===== src/rtl/me_move_ctrl_pkg.sv =====
// Shared direction codes, default timing parameters and FSM state type for the move controller.
// Direction codes double as the low two bits of the internal owner encoding.
package me_move_ctrl_pkg;

  localparam logic [1:0] DIR_UP    = 2'd0;
  localparam logic [1:0] DIR_DOWN  = 2'd1;
  localparam logic [1:0] DIR_LEFT  = 2'd2;
  localparam logic [1:0] DIR_RIGHT = 2'd3;

  localparam int ME_DEBOUNCE_CNT  = 4;
  localparam int ME_HOLD_DELAY    = 8;
  localparam int ME_REPEAT_PERIOD = 2;

  typedef enum logic [1:0] {
    ST_IDLE,
    ST_FIRST,
    ST_DELAY,
    ST_REPEAT
  } move_state_t;

  // Bits needed to hold values 0..max_val, never less than one.
  function automatic int cnt_width(input int max_val);
    return (max_val <= 1) ? 1 : $clog2(max_val + 1);
  endfunction

endpackage


===== src/rtl/me_move_ctrl_if.sv =====
// Button inputs and step outputs of the move controller.
// master = button/enable source, slave = the controller.
interface me_move_ctrl_if;

  logic       en_i;
  logic       key_up_i;
  logic       key_down_i;
  logic       key_left_i;
  logic       key_right_i;
  logic       move_en_o;
  logic [1:0] direct_o;

  modport master (
    output en_i, key_up_i, key_down_i, key_left_i, key_right_i,
    input  move_en_o, direct_o
  );

  modport slave (
    input  en_i, key_up_i, key_down_i, key_left_i, key_right_i,
    output move_en_o, direct_o
  );

endinterface


===== src/rtl/me_move_ctrl_key_debounce.sv =====
// One button: 2-flop synchroniser plus debounce counter; level changes after 2+DEBOUNCE_CNT cycles.
// rise/fall are single-cycle strobes asserted in the cycle whose closing edge flips the level.
module me_move_ctrl_key_debounce
  import me_move_ctrl_pkg::*;
#(
  parameter int DEBOUNCE_CNT = ME_DEBOUNCE_CNT
) (
  input  logic clk_run,
  input  logic rst,
  input  logic key,
  output logic level,
  output logic rise,
  output logic fall
);

  localparam int DW = cnt_width(DEBOUNCE_CNT - 1);
  localparam logic [DW-1:0] CNT_LAST = DW'(DEBOUNCE_CNT - 1);

  logic          sync1;
  logic          sync2;
  logic [DW-1:0] cnt;
  logic          flip;

  // The sample that completes the run of DEBOUNCE_CNT differing samples flips the level.
  assign flip = (sync2 != level) && (cnt == CNT_LAST);
  assign rise = flip & ~level;
  assign fall = flip & level;

  always_ff @(posedge clk_run or posedge rst) begin
    if (rst) begin
      sync1 <= 1'b0;
      sync2 <= 1'b0;
      level <= 1'b0;
      cnt   <= '0;
    end else begin
      sync1 <= key;
      sync2 <= sync1;
      if ((sync2 == level) || flip) begin
        cnt <= '0;
      end else begin
        cnt <= cnt + DW'(1);
      end
      if (flip) begin
        level <= ~level;
      end
    end
  end

endmodule


===== src/rtl/me_move_ctrl.sv =====
// Four debounced buttons -> "last pressed wins" owner -> step pulses with typematic auto-repeat.
// First step 2+DEBOUNCE_CNT cycles after a press; no backpressure, en_i low suppresses steps.
module me_move_ctrl
  import me_move_ctrl_pkg::*;
#(
  parameter int DEBOUNCE_CNT  = ME_DEBOUNCE_CNT,
  parameter int HOLD_DELAY    = ME_HOLD_DELAY,
  parameter int REPEAT_PERIOD = ME_REPEAT_PERIOD
) (
  input  logic          clk_run,
  input  logic          rst,
  me_move_ctrl_if.slave bus
);

  localparam logic [2:0] OWN_NONE = 3'b100;

  localparam int CNT_MAX = ((HOLD_DELAY > REPEAT_PERIOD) ? HOLD_DELAY : REPEAT_PERIOD) - 1;
  localparam int CW      = cnt_width(CNT_MAX);
  localparam logic [CW-1:0] HOLD_LOAD = CW'(HOLD_DELAY - 1);
  localparam logic [CW-1:0] REP_LOAD  = CW'(REPEAT_PERIOD - 1);

  logic [3:0]    raw;
  logic [3:0]    level;
  logic [3:0]    rise;
  logic [3:0]    fall;

  logic [2:0]    owner;
  logic [2:0]    owner_nxt;
  move_state_t   state;
  move_state_t   state_nxt;
  logic [CW-1:0] cnt;
  logic [CW-1:0] cnt_nxt;
  logic          move_en;
  logic [1:0]    dir_last;

  // Bit index equals direction code, so bit 0 (UP) has the highest priority.
  assign raw = {bus.key_right_i, bus.key_left_i, bus.key_down_i, bus.key_up_i};

  for (genvar k = 0; k < 4; k++) begin : g_key
    me_move_ctrl_key_debounce #(
      .DEBOUNCE_CNT(DEBOUNCE_CNT)
    ) u_debounce (
      .clk_run(clk_run),
      .rst    (rst),
      .key    (raw[k]),
      .level  (level[k]),
      .rise   (rise[k]),
      .fall   (fall[k])
    );
  end

  function automatic logic [2:0] pick(input logic [3:0] keys);
    logic [2:0] sel;
    sel = OWN_NONE;
    for (int k = 3; k >= 0; k--) begin
      if (keys[k]) sel = {1'b0, 2'(k)};
    end
    return sel;
  endfunction

  // A fresh press always wins; releasing the owner falls back to the best key still held.
  always_comb begin
    owner_nxt = owner;
    if (|rise) begin
      owner_nxt = pick(rise);
    end else if ((owner != OWN_NONE) && fall[owner[1:0]]) begin
      owner_nxt = pick(level & ~fall);
    end
  end

  always_comb begin
    state_nxt = state;
    cnt_nxt   = cnt;
    if (!bus.en_i || (owner_nxt == OWN_NONE)) begin
      state_nxt = ST_IDLE;
    end else if (owner_nxt != owner) begin
      state_nxt = ST_FIRST;
    end else begin
      unique case (state)
        ST_IDLE: begin
          state_nxt = ST_FIRST;
        end
        ST_FIRST: begin
          cnt_nxt   = HOLD_LOAD;
          state_nxt = (HOLD_DELAY == 1) ? ST_REPEAT : ST_DELAY;
        end
        ST_DELAY: begin
          // Leave on the edge that brings the count to zero so REPEAT opens with a step.
          cnt_nxt = cnt - CW'(1);
          if (cnt == CW'(1)) begin
            state_nxt = ST_REPEAT;
          end
        end
        ST_REPEAT: begin
          cnt_nxt = (cnt == '0) ? REP_LOAD : (cnt - CW'(1));
        end
        default: begin
          state_nxt = ST_IDLE;
        end
      endcase
    end
  end

  always_ff @(posedge clk_run or posedge rst) begin
    if (rst) begin
      owner    <= OWN_NONE;
      state    <= ST_IDLE;
      cnt      <= '0;
      dir_last <= DIR_UP;
    end else begin
      owner <= owner_nxt;
      state <= state_nxt;
      cnt   <= cnt_nxt;
      if (move_en) begin
        dir_last <= owner[1:0];
      end
    end
  end

  assign move_en      = bus.en_i && ((state == ST_FIRST) || ((state == ST_REPEAT) && (cnt == '0)));
  assign bus.move_en_o = move_en;
  assign bus.direct_o  = move_en ? owner[1:0] : dir_last;

endmodule

===== src/flat_wrapper.sv =====
// flat-port wrapper written by rule: the top's interface ports become plain ports
module me_move_ctrl_flat import me_move_ctrl_pkg::*;
#(
  parameter int DEBOUNCE_CNT  = ME_DEBOUNCE_CNT,
  parameter int HOLD_DELAY    = ME_HOLD_DELAY,
  parameter int REPEAT_PERIOD = ME_REPEAT_PERIOD
)
  (clk_run, rst, bus_en_i, bus_key_up_i, bus_key_down_i, bus_key_left_i, bus_key_right_i, bus_move_en_o, bus_direct_o);
  me_move_ctrl_if bus_i ();
  input  logic clk_run;
  input  logic rst;
  input wire logic [$bits(bus_i.en_i)-1:0] bus_en_i;
  input wire logic [$bits(bus_i.key_up_i)-1:0] bus_key_up_i;
  input wire logic [$bits(bus_i.key_down_i)-1:0] bus_key_down_i;
  input wire logic [$bits(bus_i.key_left_i)-1:0] bus_key_left_i;
  input wire logic [$bits(bus_i.key_right_i)-1:0] bus_key_right_i;
  output wire logic [$bits(bus_i.move_en_o)-1:0] bus_move_en_o;
  output wire logic [$bits(bus_i.direct_o)-1:0] bus_direct_o;
  assign bus_i.en_i = bus_en_i;
  assign bus_i.key_up_i = bus_key_up_i;
  assign bus_i.key_down_i = bus_key_down_i;
  assign bus_i.key_left_i = bus_key_left_i;
  assign bus_i.key_right_i = bus_key_right_i;
  assign bus_move_en_o = bus_i.move_en_o;
  assign bus_direct_o = bus_i.direct_o;
  me_move_ctrl #(.DEBOUNCE_CNT(DEBOUNCE_CNT), .HOLD_DELAY(HOLD_DELAY), .REPEAT_PERIOD(REPEAT_PERIOD)) u_core (.clk_run(clk_run), .rst(rst), .bus(bus_i));
endmodule

===== config.mk =====
export PLATFORM = sky130hd
export DESIGN_NAME = me_move_ctrl_flat
export DESIGN_NICKNAME = d
export VERILOG_FILES = /design/src/rtl/me_move_ctrl_pkg.sv /design/src/rtl/me_move_ctrl_if.sv /design/src/rtl/me_move_ctrl_key_debounce.sv /design/src/rtl/me_move_ctrl.sv /design/src/flat_wrapper.sv
export SDC_FILE = /design/constraint.sdc
export NUM_CORES = 1
export LEC_CHECK = 0
export CAP_MARGIN = 30
export CORE_AREA = 2 2 68 70
export CTS_CLUSTER_DIAMETER = 50
export DETAILED_ROUTE_END_ITERATION = 7
export DIE_AREA = 0 0 70 72
export DONT_BUFFER_PORTS = 1
export MAX_ROUTING_LAYER = met4
export PLACE_DENSITY = 0.58
export SLEW_MARGIN = 0
export SYNTH_ARGS = -nofsm -noshare
export SYNTH_HDL_FRONTEND = slang
export SYNTH_HIERARCHICAL = 1
export SYNTH_SLANG_ARGS = --single-unit

===== constraint.sdc =====
create_clock -name clk_run -period 2.88 [get_ports clk_run]
set_input_delay 0.288 -clock clk_run [delete_from_list [all_inputs] [get_ports clk_run]]
set_output_delay 0.288 -clock clk_run [all_outputs]
set_load 0.02 [all_outputs]

* Word-level counts from Yosys, hierarchy flattened *
Index checks and enable logic that the tools add are counted.

operators by class
  bitwise operators = 16
  magnitude comparators = 1
  muxes and demuxes = 23
  add/sub/neg operators = 5
  reductions and logical operators = 21
  equal/unequal tests = 20

operator list
  kind                                                   number
  two-way mux 3 bit                                      11
  two-way mux 2 bit                                      8
  equality test 2 bit, second input constant             6
  case mux 3 bit (3 select lines)                        1
  adder 2 x 1 -> 2 bit, second input constant            4
  bitwise AND 1 bit                                      8
  logical AND 1 bit                                      7
  logical OR 1 bit                                       6
  inverter 1 bit                                         6
  case mux 2 bit (3 select lines)                        1
  nonzero test 5 bit                                     1
  bitwise AND 4 bit                                      1
  equality test 1 bit                                    4
  inequality test 1 bit                                  4
  inequality test 4 x 1 -> 1 bit, second input constant  1
  inverter 4 bit                                         1
  OR reduction 4 bit                                     1
  equality test 3 x 1 -> 1 bit, second input constant    1
  equality test 3 bit, second input constant             1
  zero test 3 bit                                        1
  < comparator 2 x 3 -> 1 bit, second input constant     1
  inequality test 3 bit                                  1
  inequality test 3 bit, second input constant           1
  AND reduction 3 bit                                    1
  8 further kinds                                        8

word-level totals
  output and inout bits = 3
  bits in registers = 30
  logic and storage cells = 106

* Depth between registers and ports, before layout *
Gate-level depths: netlist (run 1).

  depth after elaboration = 15
  depth in mapped cells = 10

* By module *
Netlist (run 1), hierarchy kept.

modules (own cells, without submodules)
  module                     sequential area each (sq um)  cells each  instances  area each (sq um)
  me_move_ctrl               251.5                         96          1          883.3
  me_move_ctrl_key_debounce  125.1                         15          4          191.4

* Worst setup path after synthesis (run 1) *
No wires, ideal clock.

  path kind = register to register
  start = reg u_core.g_key[3].u_debounce.cnt[0]
  end = reg u_core.cnt[1]
  arrival time = 2556 ps
  stages on the path, launching flop included = 10
  path slack = 199 ps
  library setup time = 125 ps
  required time = 2755 ps
  buffers on the path = 0
  cells stage by stage = dfrtp_1 -> ha_1 -> nor3b_1 -> and2b_1 -> nor4_1 -> mux2i_1 -> o211ai_1 -> a211oi_4 -> nand4b_4 -> mux2_4

on the way
  longest elaborated chain between the ends = 15
  elaborated cells between the ends (all ways) = 26
  those cells by class = eq/ne (3); mux (12); bitwise (6); reduce/logical (5)

RTL lines
  element                            line                             RTL
  from (decl)                        me_move_ctrl_key_debounce.sv:21  logic [DW-1:0] cnt;
  from (signal assigned)             me_move_ctrl_key_debounce.sv:41  cnt <= cnt + DW'(1);
  equality test 2 bit (*)            me_move_ctrl_key_debounce.sv:25  assign flip = (sync2 != level) && (cnt == CNT_LAST);
  logical AND 1 bit (*)              me_move_ctrl_key_debounce.sv:25
  bitwise AND 1 bit (*)              me_move_ctrl_key_debounce.sv:27  assign fall = flip & level;
  via u_core.fall[3]                 me_move_ctrl.sv:25               logic [3:0] fall;
  inverter 4 bit                     me_move_ctrl.sv:67               owner_nxt = pick(level & ~fall);
  bitwise AND 4 bit                  me_move_ctrl.sv:67
  two-way mux 3 bit (4 in a row)     me_move_ctrl.sv:56               if (keys[k]) sel = {1'b0, 2'(k)};
  two-way mux 3 bit (*)              me_move_ctrl.sv:66               end else if ((owner != OWN_NONE) && fall[owner[1:0]]) begin
  two-way mux 3 bit (*)              me_move_ctrl.sv:64               if (|rise) begin
  equality test 3 bit                me_move_ctrl.sv:74               if (!bus.en_i || (owner_nxt == OWN_NONE)) begin
  logical OR 1 bit                   me_move_ctrl.sv:74
  inverter 1 bit (no line)           -
  AND reduction 3 bit (no line) (*)  -
  to (signal assigned)               me_move_ctrl.sv:113              cnt <= cnt_nxt;
  to (decl)                          me_move_ctrl.sv:31               logic [CW-1:0] cnt;

The timed path passes the listed nets; every way through them passes the cells marked *. The select of a mux whose other input is x is not followed.
A chain may end at the register's enable or synchronous reset.

* Worst setup path after layout (run 1) *
  start = reg u_core.g_key[1].u_debounce.cnt[0]
  end = reg u_core.cnt[1]

on the way
  longest elaborated chain between the ends = 13
  elaborated cells between the ends (all ways) = 22
  those cells by class = eq/ne (3); mux (8); bitwise (6); reduce/logical (5)

RTL lines
  element                            line
  from (decl)                        me_move_ctrl_key_debounce.sv:21
  from (signal assigned)             me_move_ctrl_key_debounce.sv:41
  equality test 2 bit (*)            me_move_ctrl_key_debounce.sv:25
  logical AND 1 bit (*)              me_move_ctrl_key_debounce.sv:25
  bitwise AND 1 bit (*)              me_move_ctrl_key_debounce.sv:27
  via u_core.fall[1]                 me_move_ctrl.sv:25
  inverter 4 bit                     me_move_ctrl.sv:67
  bitwise AND 4 bit                  me_move_ctrl.sv:67
  two-way mux 3 bit (2 in a row)     me_move_ctrl.sv:56
  two-way mux 3 bit (*)              me_move_ctrl.sv:66
  two-way mux 3 bit (*)              me_move_ctrl.sv:64
  equality test 3 bit                me_move_ctrl.sv:74
  logical OR 1 bit                   me_move_ctrl.sv:74
  inverter 1 bit (no line)           -
  AND reduction 3 bit (no line) (*)  -

Marks and branches as above.

==> results of run 1 <==
-- cells by family after synthesis --
| logic type | after synthesis | share of synthesized area, % |
|---|---|---|
| compound gates | 24 | 10.3 |
| mux | 8 | 5.46 |
| xor+xnor | 4 | 2.12 |
| simple gates | 60 | 22.6 |
| flops | 30 | 45.6 |
| buf+inv | 18 | 4.78 |
| fa+ha+maj | 12 | 9.10 |
-- registers in the layout, indices dropped and copies added (netlist names) --
name,flops
u_core/g_key.u_debounce/sync2,4
u_core/g_key.u_debounce/sync1,4
u_core/owner,3
u_core/dir_last,2
u_core/cnt,3
u_core/state,2
u_core/g_key.u_debounce/cnt,8
u_core/g_key.u_debounce/level,4
-- final cells by class --
class	instances	area [um^2]
Sequential cell	30	752
Tap cell	52	65.1
Fill cell	419	2380
Inverter	16	60.1
Multi-Input combinational cell	108	843
Timing Repair Buffer	9	70.1
Clock buffer	7	86.3
Clock inverter	1	5.00
-- worst max-delay path: stages (launching register included) --
cell	delay, ns
sky130_fd_sc_hd__dfrtp_1	0.35
sky130_fd_sc_hd__ha_1	0.24
sky130_fd_sc_hd__nor3b_1	0.22
sky130_fd_sc_hd__buf_4	0.16
sky130_fd_sc_hd__a221oi_2	0.06
sky130_fd_sc_hd__o41a_1	0.49
sky130_fd_sc_hd__mux2_4	0.33
sky130_fd_sc_hd__a211oi_4	0.26
sky130_fd_sc_hd__nand4b_4	0.15
sky130_fd_sc_hd__mux2_4	0.31
-- power by group through the flow --
stage	clock network [uW]	registers [uW]	logic, uW
5_1_grt	374	678	799
4_1_cts	353	658	698
3_3_place_gp	0	658	664
3_5_place_dp	0	665	693
6_report	340	658	716
2_1_floorplan	0	616	606
-- routing by layer --
metal | share of wire, % | up-vias | GRT usage (%) | wire length, um
li1 | - | 568 | - | -
met1 | 44 | 549 | 14.2 | 1240
met2 | 51 | 12 | 21.5 | 1450
met3 | 2.7 | 6 | 3.89 | 78
met4 | 2.5 | 0 | 6.84 | 72
met5 | 0 | - | - | 0
-- cell usage in the layout, fill, tap and decap left out, drive strengths merged --
master        n
a211oi        2
a21oi         4
a221oi        1
a31o          1
a31oi         2
and2b         3
and3          1
buf           8
clkbuf        7
clkinv        1
dfrtp        29
dfstp         1
dlygate4sd3   1
ha           12
inv          16
mux2          2
mux2i         6
nand2        17
nand2b        2
nand3         3
nand4b        1
nor2         11
nor2b         3
nor3          7
nor3b         9
nor4          2
o211ai        1
o21ai         9
o21bai        1
o221ai        1
o22ai         1
o41a          1
or4b          1
xnor2         4
-- path summary, 6_finish.rpt --
| path | from | end | cells past startpoint |
|---|---|---|---|
| worst max register to register | u_core/g_key[1].u_debounce/cnt[0]$_DFF_PP0_ | u_core/cnt[1]$_DFFE_PP0P_ | 9 |
| max in group asynchronous | rst | u_core/owner[2]$_DFF_PP1_ | 2 |
| worst min-delay path | bus_key_down_i | u_core/g_key[1].u_debounce/sync1$_DFF_PP0_ | 0 |
| min in group asynchronous | rst | u_core/g_key[1].u_debounce/sync1$_DFF_PP0_ | 2 |
| worst max-delay path | u_core/g_key[1].u_debounce/cnt[0]$_DFF_PP0_ | u_core/cnt[1]$_DFFE_PP0P_ | 9 |
| worst min register to register | u_core/g_key[2].u_debounce/sync1$_DFF_PP0_ | u_core/g_key[2].u_debounce/sync2$_DFF_PP0_ | 0 |
-- what timing repair did --
item | CTS | global route
hold endpoints to repair | 29 | 0
hold buffers | 1 | 0
gates resized for setup | 0 | 5
setup endpoints to repair | 0 | 4
setup buffers | 0 | 1
-- per-stage QoR --
stage / instances / setup slack [ns]
3_5_place_dp: 213 / 0.129
3_3_place_gp: 213 / 0.167
6_report: 223 / 0.176
2_1_floorplan: 156 / 0.199
5_1_grt: 223 / 0.0503
4_1_cts: 222 / 0.101
==> out/metrics.cfg, run 1 <==
[layout]
num_antenna_cells = 0
final_area_um2 = 1880
layout.core_utilization_pct = 44.1
final_net_count = 189
syn2layout_area_growth_pct = 14.1
layout-drive-gt1-share_pct = 19.9

[synth]
post_synth_main_area_contributors = sky130_fd_sc_hd__dfrtp_1 44%, sky130_fd_sc_hd__ha_1 9.1%, sky130_fd_sc_hd__nand2_1 3.9%
postSynthNetCount = 175
synth.avg_cell_area_um2 = 10.6
netlist_area_um2 = 1650
ys_top_cells_by_count = 29 x sky130_fd_sc_hd__dfrtp_1, 17 x sky130_fd_sc_hd__nand2_1, 16 x sky130_fd_sc_hd__inv_1
synth_most_common_cell = sky130_fd_sc_hd__dfrtp_1
synth_largest_area_cell = sky130_fd_sc_hd__dfrtp_1
synth-seq-area-share_pct = 45.6
netlist_instances = 156
asyncSetResetFlopFracSynth_pct = 100
number_of_enable_type_register_cells_in_the_synthesized_netlist = 0
synth_top_area_share_pct = 44.0
netlist-cell-type-count = 37
synth_flop_cell = sky130_fd_sc_hd__dfrtp_1
synth_warnings = 6
synth.ff_latch_count = 30

[pwr]
design_power_total_uw = 1720
p_int_uw = 1070
pwr_density_cell_nw_per_um2 = 911
ir_drop_mv = 0.420
static_leakage_uw = 0.000908
power_frac_comb_pct = 41.8
sequentialPowerShare_pct = 38.4
clkPwrFrac_pct = 19.8
swShare_pct = 37.5
net-switching-power_uw = 643

[critical_path]
critical_path_arrival_ns = 2.87
setup_crit_end_kind = flop
worstPathMaxFanout = 5
crit_required_ns = 3.04
timing.reg2reg.setup_slack_ns = 0.18
path_class = reg2reg
worst_setup_path_start_kind = flop

[placement]
place_hpwl_um = 2230
post_dp_cell_area_um2 = 1750
place.port_buffers = 0
finalWeightedCongestion = 0.889

[sta]
timing.final.setup_violations = 0
period_share_pct = 93.9
grt_setup_unrepaired = false
slew_viol_final = 0
transition_at_the_pin_with_the_smallest_max_transition_slack_ns = 0.444
maxClockFrequency_mhz = 370
fin_setup_tns_ns = 0
final_hold_violation_count = 0
worst_slew_margin_relative_to_its_limit_pct = 70.4
timing.clock.skew_ns = 0.00483
min_period_ns = 2.70
finalHoldWorstSlack_ns = 0.0358

[die]
floorplan.die_area_um2 = 5040
standard_cell_rows = 24
die-width_um = 70
coreArea_um2 = 4260
initial_core_utilization_pct = 38.7
floorplan.io_pins = 10
floorplan.die.height_um = 72

[global_route]
globalRouteOverflowTotal = 0
grt_max_degree = 11
antenna_found_initial = 0
grt_pass1_vias = 1187
grt_pass1_wl_um = 4950
global_route.usage.total_pct = 13.0

[clocking]
clkSinkCount = 30
clock_tree_from_tritoncts = done
clock_insertion_delay_worst_skew_ns = 0.28
cts-htree-levels = 2
cts_made_buffers = 5
ctsLongestPathBuffers = 2
clkSlewWorstSetupHoldPaths_ns = 0.06
cts.root.buffer_cell = sky130_fd_sc_hd__clkbuf_8

[route]
drt_drc_violations_left = 0
wire_per_inst_um = 12.7
drt_first_iter_violations = 27
via_count = 1135
via_per_inst = 5.09
detail_route.first_pass.iterations = 4
wl_um = 2840
remaining_antenna_violation_count_after_routing = 0

[run_status]
status = complete, no violations

[job]
timing.max_cap.violations = 0

[min_path]
hp-class = in2reg

Power figures use the tool's default switching activity.
==> run 2, diff against run 1 <==
--- a/config.mk
+++ b/config.mk
@@ -13,6 +13,7 @@
 export DONT_BUFFER_PORTS = 1
 export MAX_ROUTING_LAYER = met4
 export PLACE_DENSITY = 0.58
+export REMOVE_ABC_BUFFERS = 1
 export SLEW_MARGIN = 0
 export SYNTH_ARGS = -nofsm -noshare
 export SYNTH_HDL_FRONTEND = slang
==> out/metrics.cfg, run 2 (synthesis gave the netlist of run 1 again) <==
[layout]
final_net_count = 190  ; +0.53%
largest_register_ff_count = 8  ; unchanged
layout.core_utilization_pct = 44.6  ; +0.47 points
layout-drive-gt1-share_pct = 22.7  ; +2.8 points
mostFrequentLayoutCells = 29 x sky130_fd_sc_hd__dfrtp_1, 17 x sky130_fd_sc_hd__nand2_1, 16 x sky130_fd_sc_hd__inv_1, 12 x sky130_fd_sc_hd__ha_1, 10 x sky130_fd_sc_hd__nor2_1
syn2layout_area_growth_pct = 15.3
num_antenna_cells = 0  ; unchanged
fin_cells = 224  ; +0.45%
top_register = u_core/g_key.u_debounce/cnt
fillers = 409  ; -2.4%
final_common_cell = sky130_fd_sc_hd__dfrtp_1

[route]
via_per_inst = 4.97  ; -2.4%
wl_um = 2950  ; +3.8%
wire_per_inst_um = 13.1  ; +3.3%
drt_first_iter_violations = 24  ; -11%
drt_drc_violations_left = 0  ; unchanged
detail_route.first_pass.iterations = 4  ; unchanged
via_count = 1113  ; -1.9%
remaining_antenna_violation_count_after_routing = 0  ; unchanged

[die]
floorplan.io_pins = 10  ; unchanged
initial_core_utilization_pct = 38.7  ; unchanged
standard_cell_rows = 24  ; unchanged
floorplan.die_area_um2 = 5040  ; unchanged
floorplan.die.height_um = 72  ; unchanged
die-width_um = 70  ; unchanged
coreArea_um2 = 4260  ; unchanged

[placement]
finalWeightedCongestion = 0.803  ; -9.7%
place.detailed.instances = 214  ; +0.47%
place_hpwl_um = 2250  ; +0.89%
place.port_buffers = 0  ; unchanged

[global_route]
global_route.usage.total_pct = 13.8  ; +0.85 points
globalRouteOverflowTotal = 0  ; unchanged
grt_pass1_wl_um = 5400  ; +9.1%
grt_pass1_vias = 1218  ; +2.6%
antenna_found_initial = 0  ; unchanged
grt_max_degree = 11  ; unchanged

[sta]
grt_setup_unrepaired = false
min_period_ns = 2.72  ; +0.0191 ns
maxClockFrequency_mhz = 367  ; -0.70%
timing.final.setup_violations = 0  ; unchanged
worst_slew_margin_relative_to_its_limit_pct = 68.9  ; -1.5 points
slew_viol_final = 0  ; unchanged
final_hold_violation_count = 0  ; unchanged
finalHoldWorstSlack_ns = 0.0320  ; -0.00374 ns
transition_at_the_pin_with_the_smallest_max_transition_slack_ns = 0.466  ; +0.0226 ns
fin_setup_tns_ns = 0  ; unchanged
period_share_pct = 94.6  ; +0.66 points
timing.clock.skew_ns = 0.00636  ; +0.00154 ns

[critical_path]
worst_setup_path_start_kind = flop
setup_crit_end_kind = flop
path_class = reg2reg
worstPathMaxFanout = 5  ; unchanged
crit_required_ns = 3.05  ; about the same
critical_path_arrival_ns = 2.89  ; +0.02 ns

[clocking]
clock_tree_from_tritoncts = done
cts_made_buffers = 5  ; unchanged
clock_insertion_delay_worst_skew_ns = 0.28  ; about the same
cts-htree-levels = 2  ; unchanged
ctsLongestPathBuffers = 2  ; unchanged
clkSinkCount = 30  ; unchanged
clkSlewWorstSetupHoldPaths_ns = 0.06  ; about the same
cts.root.buffer_cell = sky130_fd_sc_hd__clkbuf_8

[run_status]
status = complete, no violations

[pwr]
pwr_density_cell_nw_per_um2 = 910  ; -0.20%
ir_drop_mv = 0.372  ; -11%
static_leakage_uw = 0.000913  ; +0.55%

[job]
timing.max_cap.violations = 0  ; unchanged

[min_path]
hp-class = in2reg

-- run 2: path summary, 6_finish.rpt --
check / startpoint / slack, ns / endpoint / cells after the start
worst max-delay path: u_core/g_key[1].u_debounce/cnt[0]$_DFF_PP0_ / 0.16 / u_core/cnt[1]$_DFFE_PP0P_ / 9
worst min register to register: u_core/g_key[2].u_debounce/sync1$_DFF_PP0_ / 0.35 / u_core/g_key[2].u_debounce/sync2$_DFF_PP0_ / 0
worst max register to register: u_core/g_key[1].u_debounce/cnt[0]$_DFF_PP0_ / 0.16 / u_core/cnt[1]$_DFFE_PP0P_ / 9
worst min-delay path: bus_key_up_i / 0.03 / u_core/g_key[0].u_debounce/sync1$_DFF_PP0_ / 0
min in group asynchronous: rst / 0.47 / u_core/g_key[1].u_debounce/cnt[1]$_DFF_PP0_ / 2
max in group asynchronous: rst / 1.99 / u_core/owner[2]$_DFF_PP1_ / 2
-- run 2: where the power goes --
group	internal [uW]	total [uW]	switching (uW)
clock network	192	345	154
logic	342	726	384
registers	545	659	113
total	1080	1730	651
-- run 2: cell type report --
class | instances | area (um^2) | area share, %
multi-input cells | 108 | 852 | 44.8
clock buffers | 6 | 82.6 | 4.34
flip-flops and latches | 30 | 752 | 39.5
repair buffers | 10 | 77.6 | 4.08
well taps | 52 | 65.1 | 3.42
clock inverters | 2 | 12.5 | 0.658
inverters | 16 | 60.1 | 3.16
-- run 2: stage by stage --
| stage | total power (uW) | setup slack [ns] | instance area [um^2] |
|---|---|---|---|
| floorplan | 1200 | 0.199 | 1630 |
| global placement | 1340 | 0.140 | 1760 |
| detailed placement | 1370 | 0.0724 | 1760 |
| CTS | 1720 | 0.0650 | 1860 |
| global route | 1880 | 0.0311 | 1900 |
| finish | 1730 | 0.156 | 1900 |
-- run 2: routing by layer --
metal / up-vias / wire (um) / global-route usage, %
met3: 5 / 79 / 3.33
met1: 531 / 1340 / 16.2
met2: 11 / 1480 / 22.1
met4: 0 / 48 / 7.48
met5: - / 0 / -
li1: 566 / - / -
-- run 2: worst max-delay path, stage by stage (launching register included) --
cell	delay, ns
sky130_fd_sc_hd__dfrtp_1	0.38
sky130_fd_sc_hd__ha_1	0.26
sky130_fd_sc_hd__nor3b_2	0.17
sky130_fd_sc_hd__buf_4	0.14
sky130_fd_sc_hd__a221oi_2	0.29
sky130_fd_sc_hd__o41a_1	0.29
sky130_fd_sc_hd__mux2_4	0.33
sky130_fd_sc_hd__a211oi_4	0.27
sky130_fd_sc_hd__nand4b_4	0.15
sky130_fd_sc_hd__mux2_4	0.31
-- run 2: what timing repair did --
action,CTS,global route
hold buffers,1,0
endpoints found under the setup margin,0,3
setup buffers,0,1
endpoints found under the hold margin,29,0
gates resized for setup,0,7
